--- src/rtl/exc_commit_pkg.sv ---
// Shared encodings for the MEM->WB exception/commit arbiter:
// CP0 exc_type bit order, raw MEM flag order and FSM states.
package exc_commit_pkg;

   localparam int EXC_INT  = 6;
   localparam int EXC_ADEL = 5;
   localparam int EXC_ADES = 4;
   localparam int EXC_SYS  = 3;
   localparam int EXC_BP   = 2;
   localparam int EXC_RI   = 1;
   localparam int EXC_OV   = 0;

   localparam int RAW_ADEL_IF = 6;
   localparam int RAW_RI      = 5;
   localparam int RAW_OV      = 4;
   localparam int RAW_SYS     = 3;
   localparam int RAW_BP      = 2;
   localparam int RAW_ADEL_LD = 1;
   localparam int RAW_ADES    = 0;

   typedef enum logic [1:0] {
      ST_IDLE     = 2'd0,
      ST_FLUSH    = 2'd1,
      ST_REDIRECT = 2'd2
   } state_t;

endpackage

--- src/rtl/exc_prio_enc.sv ---
// Combinational MIPS exception priority pick: one-hot exc_type,
// eret qualification and bad_vaddr source select.
module exc_prio_enc
   import exc_commit_pkg::*;
(
   input  logic        i_int,
   input  logic [6:0]  i_exc,
   input  logic        i_eret,
   input  logic [31:0] i_pc,
   input  logic [31:0] i_daddr,
   output logic [6:0]  o_exc_type,
   output logic        o_is_eret,
   output logic        o_trap,
   output logic [31:0] o_bad_vaddr
);

   always_comb begin
      o_exc_type  = '0;
      o_is_eret   = 1'b0;
      o_bad_vaddr = '0;
      if (i_int) begin
         o_exc_type[EXC_INT] = 1'b1;
      end else if (i_exc[RAW_ADEL_IF]) begin
         o_exc_type[EXC_ADEL] = 1'b1;
         o_bad_vaddr          = i_pc;
      end else if (i_exc[RAW_RI]) begin
         o_exc_type[EXC_RI] = 1'b1;
      end else if (i_exc[RAW_OV]) begin
         o_exc_type[EXC_OV] = 1'b1;
      end else if (i_exc[RAW_SYS]) begin
         o_exc_type[EXC_SYS] = 1'b1;
      end else if (i_exc[RAW_BP]) begin
         o_exc_type[EXC_BP] = 1'b1;
      end else if (i_exc[RAW_ADEL_LD]) begin
         o_exc_type[EXC_ADEL] = 1'b1;
         o_bad_vaddr          = i_daddr;
      end else if (i_exc[RAW_ADES]) begin
         o_exc_type[EXC_ADES] = 1'b1;
         o_bad_vaddr          = i_daddr;
      end else if (i_eret) begin
         o_is_eret = 1'b1;
      end
   end

   assign o_trap = i_int | (|i_exc) | i_eret;

endmodule

--- src/rtl/exc_commit.sv ---
// MEM->WB exception/commit arbiter: drives CP0 strobes, a one-cycle
// pipeline flush, and holds the fetch redirect until accepted.
module exc_commit
   import exc_commit_pkg::*;
#(
   parameter logic [31:0] EXC_VECTOR = 32'hBFC0_0380
) (
   input  logic        clk,
   input  logic        rst_n,
   input  logic        mem_valid,
   output logic        mem_ready,
   input  logic [31:0] mem_pc,
   input  logic        mem_is_slot,
   input  logic [6:0]  mem_exc,
   input  logic        mem_eret,
   input  logic [31:0] mem_daddr,
   input  logic        int_happen,
   input  logic [31:0] EPC,
   output logic        commit_ok,
   output logic [6:0]  exc_type,
   output logic [31:0] exc_pc,
   output logic        is_slot,
   output logic [31:0] bad_vaddr,
   output logic        eret,
   output logic        flush,
   output logic        redirect_valid,
   input  logic        redirect_ready,
   output logic [31:0] redirect_pc
);

   state_t      r_state;
   state_t      w_next;
   logic        r_commit_ok;
   logic [6:0]  r_exc_type;
   logic        r_eret;
   logic [31:0] r_exc_pc;
   logic        r_is_slot;
   logic [31:0] r_bad_vaddr;
   logic [31:0] r_redirect_pc;

   logic        w_accept;
   logic        w_take;
   logic [6:0]  w_exc_type;
   logic        w_is_eret;
   logic        w_trap;
   logic [31:0] w_bad_vaddr;

   // Interrupts only attach to an instruction actually being committed.
   assign w_accept = mem_valid & (r_state == ST_IDLE);
   assign w_take   = w_accept & w_trap;

   exc_prio_enc u_prio (
      .i_int       (int_happen & w_accept),
      .i_exc       (mem_exc),
      .i_eret      (mem_eret),
      .i_pc        (mem_pc),
      .i_daddr     (mem_daddr),
      .o_exc_type  (w_exc_type),
      .o_is_eret   (w_is_eret),
      .o_trap      (w_trap),
      .o_bad_vaddr (w_bad_vaddr)
   );

   always_comb begin
      w_next = r_state;
      case (r_state)
         ST_IDLE:     if (w_take) w_next = ST_FLUSH;
         ST_FLUSH:    w_next = redirect_ready ? ST_IDLE : ST_REDIRECT;
         ST_REDIRECT: if (redirect_ready) w_next = ST_IDLE;
         default:     w_next = ST_IDLE;
      endcase
   end

   always_ff @(posedge clk or negedge rst_n) begin
      if (!rst_n) begin
         r_state       <= ST_IDLE;
         r_commit_ok   <= 1'b0;
         r_exc_type    <= '0;
         r_eret        <= 1'b0;
         r_exc_pc      <= '0;
         r_is_slot     <= 1'b0;
         r_bad_vaddr   <= '0;
         r_redirect_pc <= '0;
      end else begin
         r_state     <= w_next;
         r_commit_ok <= w_accept & ~w_trap;
         r_exc_type  <= w_take ? w_exc_type : '0;
         r_eret      <= w_take & w_is_eret;
         if (w_take) begin
            r_exc_pc      <= mem_pc;
            r_is_slot     <= mem_is_slot;
            r_bad_vaddr   <= w_bad_vaddr;
            r_redirect_pc <= w_is_eret ? EPC : EXC_VECTOR;
         end
      end
   end

   assign mem_ready      = (r_state == ST_IDLE);
   assign flush          = (r_state == ST_FLUSH);
   assign redirect_valid = (r_state != ST_IDLE);
   assign commit_ok      = r_commit_ok;
   assign exc_type       = r_exc_type;
   assign eret           = r_eret;
   assign exc_pc         = r_exc_pc;
   assign is_slot        = r_is_slot;
   assign bad_vaddr      = r_bad_vaddr;
   assign redirect_pc    = r_redirect_pc;

endmodule
--- config.mk ---
export PLATFORM = sky130hd
export DESIGN_NAME = exc_commit
export DESIGN_NICKNAME = d
export VERILOG_FILES = /design/src/rtl/exc_commit_pkg.sv /design/src/rtl/exc_prio_enc.sv /design/src/rtl/exc_commit.sv
export SDC_FILE = /design/constraint.sdc
export NUM_CORES = 1
export LEC_CHECK = 0
export CAP_MARGIN = 20
export CORE_UTILIZATION = 45
export CTS_BUF_LIST = sky130_fd_sc_hd__clkbuf_16
export DETAILED_ROUTE_END_ITERATION = 8
export PLACE_DENSITY = 0.86
export SYNTH_ARGS = -nofsm -noshare
export SYNTH_HDL_FRONTEND = slang
export SYNTH_HIERARCHICAL = 1
export SYNTH_SLANG_ARGS = --single-unit
--- constraint.sdc ---
create_clock -name clk -period 3.8 [get_ports clk]
set_input_delay 0.95 -clock clk [delete_from_list [all_inputs] [get_ports clk]]
set_output_delay 0.95 -clock clk [all_outputs]
set_load 0.02 [all_outputs]
; ---- Yosys cells after proc, flatten, opt, wreduce, memory -nomap -nowiden
; Cells that the tools add are included.
[totals]
reg_bits = 108
out_inout_bits = 109
[op_classes]
eq_ne = 4
mux = 40
n_bitwise = 8
reduce_logical = 4
[ops]
columns = operator, count
row1 = 2-to-1 mux 32 bit, 9
row2 = 2-to-1 mux 1 bit, 20
row3 = 2-to-1 mux 2 bit, 5
row4 = 2-to-1 mux 4 bit, 2
row5 = 2-to-1 mux 7 bit, 1
row6 = OR reduction 7 bit, 1
row7 = 2-to-1 mux 6 bit, 1
row8 = case mux 2 bit (3 select lines), 1
row9 = AND 1 bit, 5
row10 = 2-to-1 mux 5 bit, 1
row11 = equality test 2 x 1 -> 1 bit (second input constant), 1
row12 = equality test 2 bit (second input constant), 1
row13 = logical NOT 2 bit, 1
row14 = != test 2 x 1 -> 1 bit (second input constant), 1
row15 = != test 2 bit (second input constant), 1
row16 = bitwise OR 1 bit, 2
row17 = AND reduction 2 bit, 1
row18 = nonzero test 2 bit, 1
row19 = NOT 1 bit, 1

; ---- Depth between registers and ports, before layout
[logic_depth]
ltp_word = 10
ltp_mapped = 9
mapped_depth_nobuf = 6

; ---- By module
; The synthesis kept the hierarchy.
[by_module_without_submodules]
columns = mod, instances, cells_each, area_per_inst_um2
row1 = exc_commit, 1, 288, 4224.1
row2 = exc_prio_enc, 1, 62, 490.5

; ---- Worst setup path before layout
; Ideal clock, no wire load.
[synth_path]
path_type = input to register
startpoint = input port mem_exc[5]
endpoint = register r_exc_pc[20] (netlist: exc_pc[20])
setup_time_ns = 0.127
arrival_ns = 3.077
setup_slack_ns = 0.596
cell_stages = 8
path_buffers = 3
path_cell_list = or4_4 or4_4 or3_1 nor4bb_1 buf_2 buf_6 buf_12 mux2_1
[synth_via]
elab_chain_cells = 4
[synth_rtl]
columns = item, line_no
row1 = start: declaration, exc_commit.sv:14  ; input logic [6:0] mem_exc,
row2 = OR reduction 7 bit, exc_prio_enc.sv:45  ; assign o_trap = i_int | (|i_exc) | i_eret;
row3 = bitwise OR 1 bit (2 in a row), exc_prio_enc.sv:45
row4 = named net w_trap, exc_commit.sv:45  ; logic w_trap;
row5 = AND 1 bit, exc_commit.sv:50  ; assign w_take = w_accept & w_trap;
row6 = end signal: assignment, exc_commit.sv:90  ; r_exc_pc <= mem_pc;
row7 = end: declaration, exc_commit.sv:36  ; logic [31:0] r_exc_pc;
; The timed path passes the listed nets, and every way through them passes these cells.
; A chain may end at the register's enable or synchronous reset.

; ---- Worst setup path after layout
[layout_path]
startpoint = input port mem_exc[5]
endpoint = register r_exc_pc[17] (netlist: exc_pc[17])
; The elaborated chain is that of the path after synthesis.

==> metrics.txt <==
Setup Crit Path Kind=primary input to flip-flop; initial antenna violation count=0; total core area=9950 um2; total wire length=12600 um; Final Setup Violations=0; total gr overflow=0; fin crit share=88.7%; top-area cell type share of the netlist area=57.3%; CP peak stage delay=0.58 ns; synthesized area=4710 um2; CP top delay family=simple AND/OR/NAND/NOR gates; num rows=36; Post-CTS Resized=0; final hold vios=0; largest net degree at the start of global routing=58; reported max-cap violation count=0; fin. max-slew vios=0; area leader, netlist=dfrtp_1; clock buffer depth=2; FF-to-FF Start=r_state[1]; Iter 0 DRT Violations=145; setup tns final=0 ns; syn nets=460; Die Y-Extent=104 um; placed inst area=7050 um2; CP endpoint kind=flip-flop; H-tree Lvls=3; Yosys Warn Count=6; CTS sink cnt=108; cts bufs inserted=9; largest fanout on the critical path=56; cts hold-fix bufs=0; WL/cell=18.0 um; root buffer cell=clkbuf_16; relative slew slack=53.4%; DRC viols=0; GRT Util Overall=23.8%; total number of vias=3634; Initial Util=47.4%; RSZ-0062 raised after global routing=no; I/O pin count=219; first-pass GRT wire length=20300 um; status=finished, final reports clean; crit path from=mem_exc[5]; worst IR drop on VDD=0.000360 V; Max Fclk=297 MHz; #FFs+latches synth=108; fin crit period=3.37 ns; Skew-Pair Late Insertion Delay=0.34 ns; Die ar.=10900 um2; Worst setup SP type=primary input; CTS clk-pin slew, worst paths=0.07 ns; Total Power=3.70 mW; Mapped Avg Cell Area=13.5 um2; Area contributors post-synth=dfrtp_1 (57%), mux2_2 (16%), a32o_1 (6.6%), mux2i_1 (4.2%), mux2_1 (2.6%); Most Frequent Cell on Critical Path=or4_4; Finished Cell Area=7330 um2; WP data arrival=3.58 ns; Post-DP HPWL=9210 um; post-DR vias/cell=5.17; crit path cell chain=clkdlybuf4s50_1 -> or4_4 -> or4_4 -> or3_1 -> nor4bb_4 -> buf_12 -> mux2_1; area delta synth->final=55.5%; Final ANT Viol Nets=0; Layout Nets=675; clk_skew=0.00324 ns; Mapped Cells=350; pre-CTS WS=0.119 ns; DR pass1 iterations=4; CP Buf/Inv Count=2; final setup margin=0.430 ns; Critical Path RT=4.02 ns; HP Class=flip-flop to flip-flop; vias in the first global route=3921; fraction of layout cells with a size suffix above 1=17.0%; Die Span X=104 um; CTS tree=built; hold path start=exc_pc[13]; sequential fraction of the synthesis area=57.3%; IO Port Bufs=218; post-CTS setup buffers=0; antenna cells=0; Pwr Density=505 nW/um2; Yosys cell types=29; CP max stage cell=or4_4; Leak=2.98 nW; pin slew with the least headroom to its limit=0.699 ns; routability cong.=0.747
==> cells in the final DEF (no fill, tap or decap), types with 8 or more instances in the layout <==
cell type and count:
nor2_1 8, buf_4 8, nand2_1 20, a32o_1 31
clkbuf_16 9, mux2i_1 20, nand2b_1 12, clkdlybuf4s50_1 217
mux2_2 66, and2_1 9, mux2_1 11, dfrtp_1 108
inv_1 24
==> area by class of cell <==
cell class,count,area (um2)
clock buffers,9,225
clock inverters,7,58.8
inverters,23,86.3
flip-flops and latches,108,2700
well taps,133,166
multi-input cells,194,1780
repair buffers,229,2310
fillers,686,2620
==> worst register-to-register path: cells and delay by family, from the launching register on <==
kind                   cells  cell delay (ns)
and+or+nand+nor            5             1.36
muxes                      1             0.39
buffers and inverters      1             0.22
DFF                        1             0.46
==> final timing paths <==
check | endpoint | slack [ns] | depth (start not counted)
hold reg to reg | exc_pc[13] | 0.49 | 1
setup reg to reg | exc_pc[17] | 1.24 | 7
max in group asynchronous | redirect_pc[10] | 2.38 | 2
hold / removal | exc_pc[13] | 0.49 | 1
min in group asynchronous | redirect_pc[15] | 0.65 | 1
setup / recovery | exc_pc[17] | 0.43 | 7
==> Yosys cell counts <==
cell type  number
buf_4           8
nor4b_1         2
a31o_2          1
buf_8           1
nor2_1          8
buf_12          1
nand2b_1       12
and2_1          9
nand2_1        20
dfrtp_1       108
buf_2           5
and4b_1         1
mux2_1         11
nor4bb_1        1
buf_1           2
nor3b_1         1
clkbuf_1        6
nor3_2          1
or4_4           2
a31oi_1         1
nor2b_1         2
a32o_1         31
mux2_2         66
xnor2_1         1
or3_1           1
and3_1          3
mux2i_1        20
inv_1          23
buf_6           2
==> per-layer routing <==
metal  part of all wire (%)  vias up  global-route usage, %
met5                      0        -                      0
met4                    3.0        0                   10.1
met3                    8.4       28                   6.77
met2                     50      163                   41.2
met1                     39     1773                   27.6
li1                       -     1670                      -
==> cells by family (layout without fill, tap and decap cells) <==
| kind of cell | after synthesis | count (layout) | share of synthesized area, % |
|---|---|---|---|
| flops | 108 | 108 | 57.3 |
| mux | 97 | 97 | 22.6 |
| simple gates | 63 | 63 | 7.46 |
| buf+inv | 48 | 268 | 5.49 |
| compound gates | 33 | 33 | 6.90 |
| xor+xnor | 1 | 1 | 0.186 |
==> stage by stage <==
stage	util, %	cells	hold WS, ns
after floorplan	-	350	0.484
after global routing	73.7	703	0.518
after CTS	73.7	703	0.494
final	73.7	703	0.489
after detailed placement	70.8	687	0.479
after global placement	70.8	687	0.467
==> registers in the layout (all words and copies together), names as in the netlist <==
register and count:
eret 1, redirect_pc 32, commit_ok 1, bad_vaddr 32, exc_pc 32, exc_type 7
is_slot 1, r_state 2
==> where the power goes <==
part	leakage, nW	internal (mW)	total, mW	switching, mW
Clock	0.143	0.502	0.893	0.391
Sequential	1.34	1.37	1.49	0.120
Combinational	1.50	0.711	1.32	0.613
Total	2.98	2.58	3.70	1.12
Power figures use the tool's default switching activity.
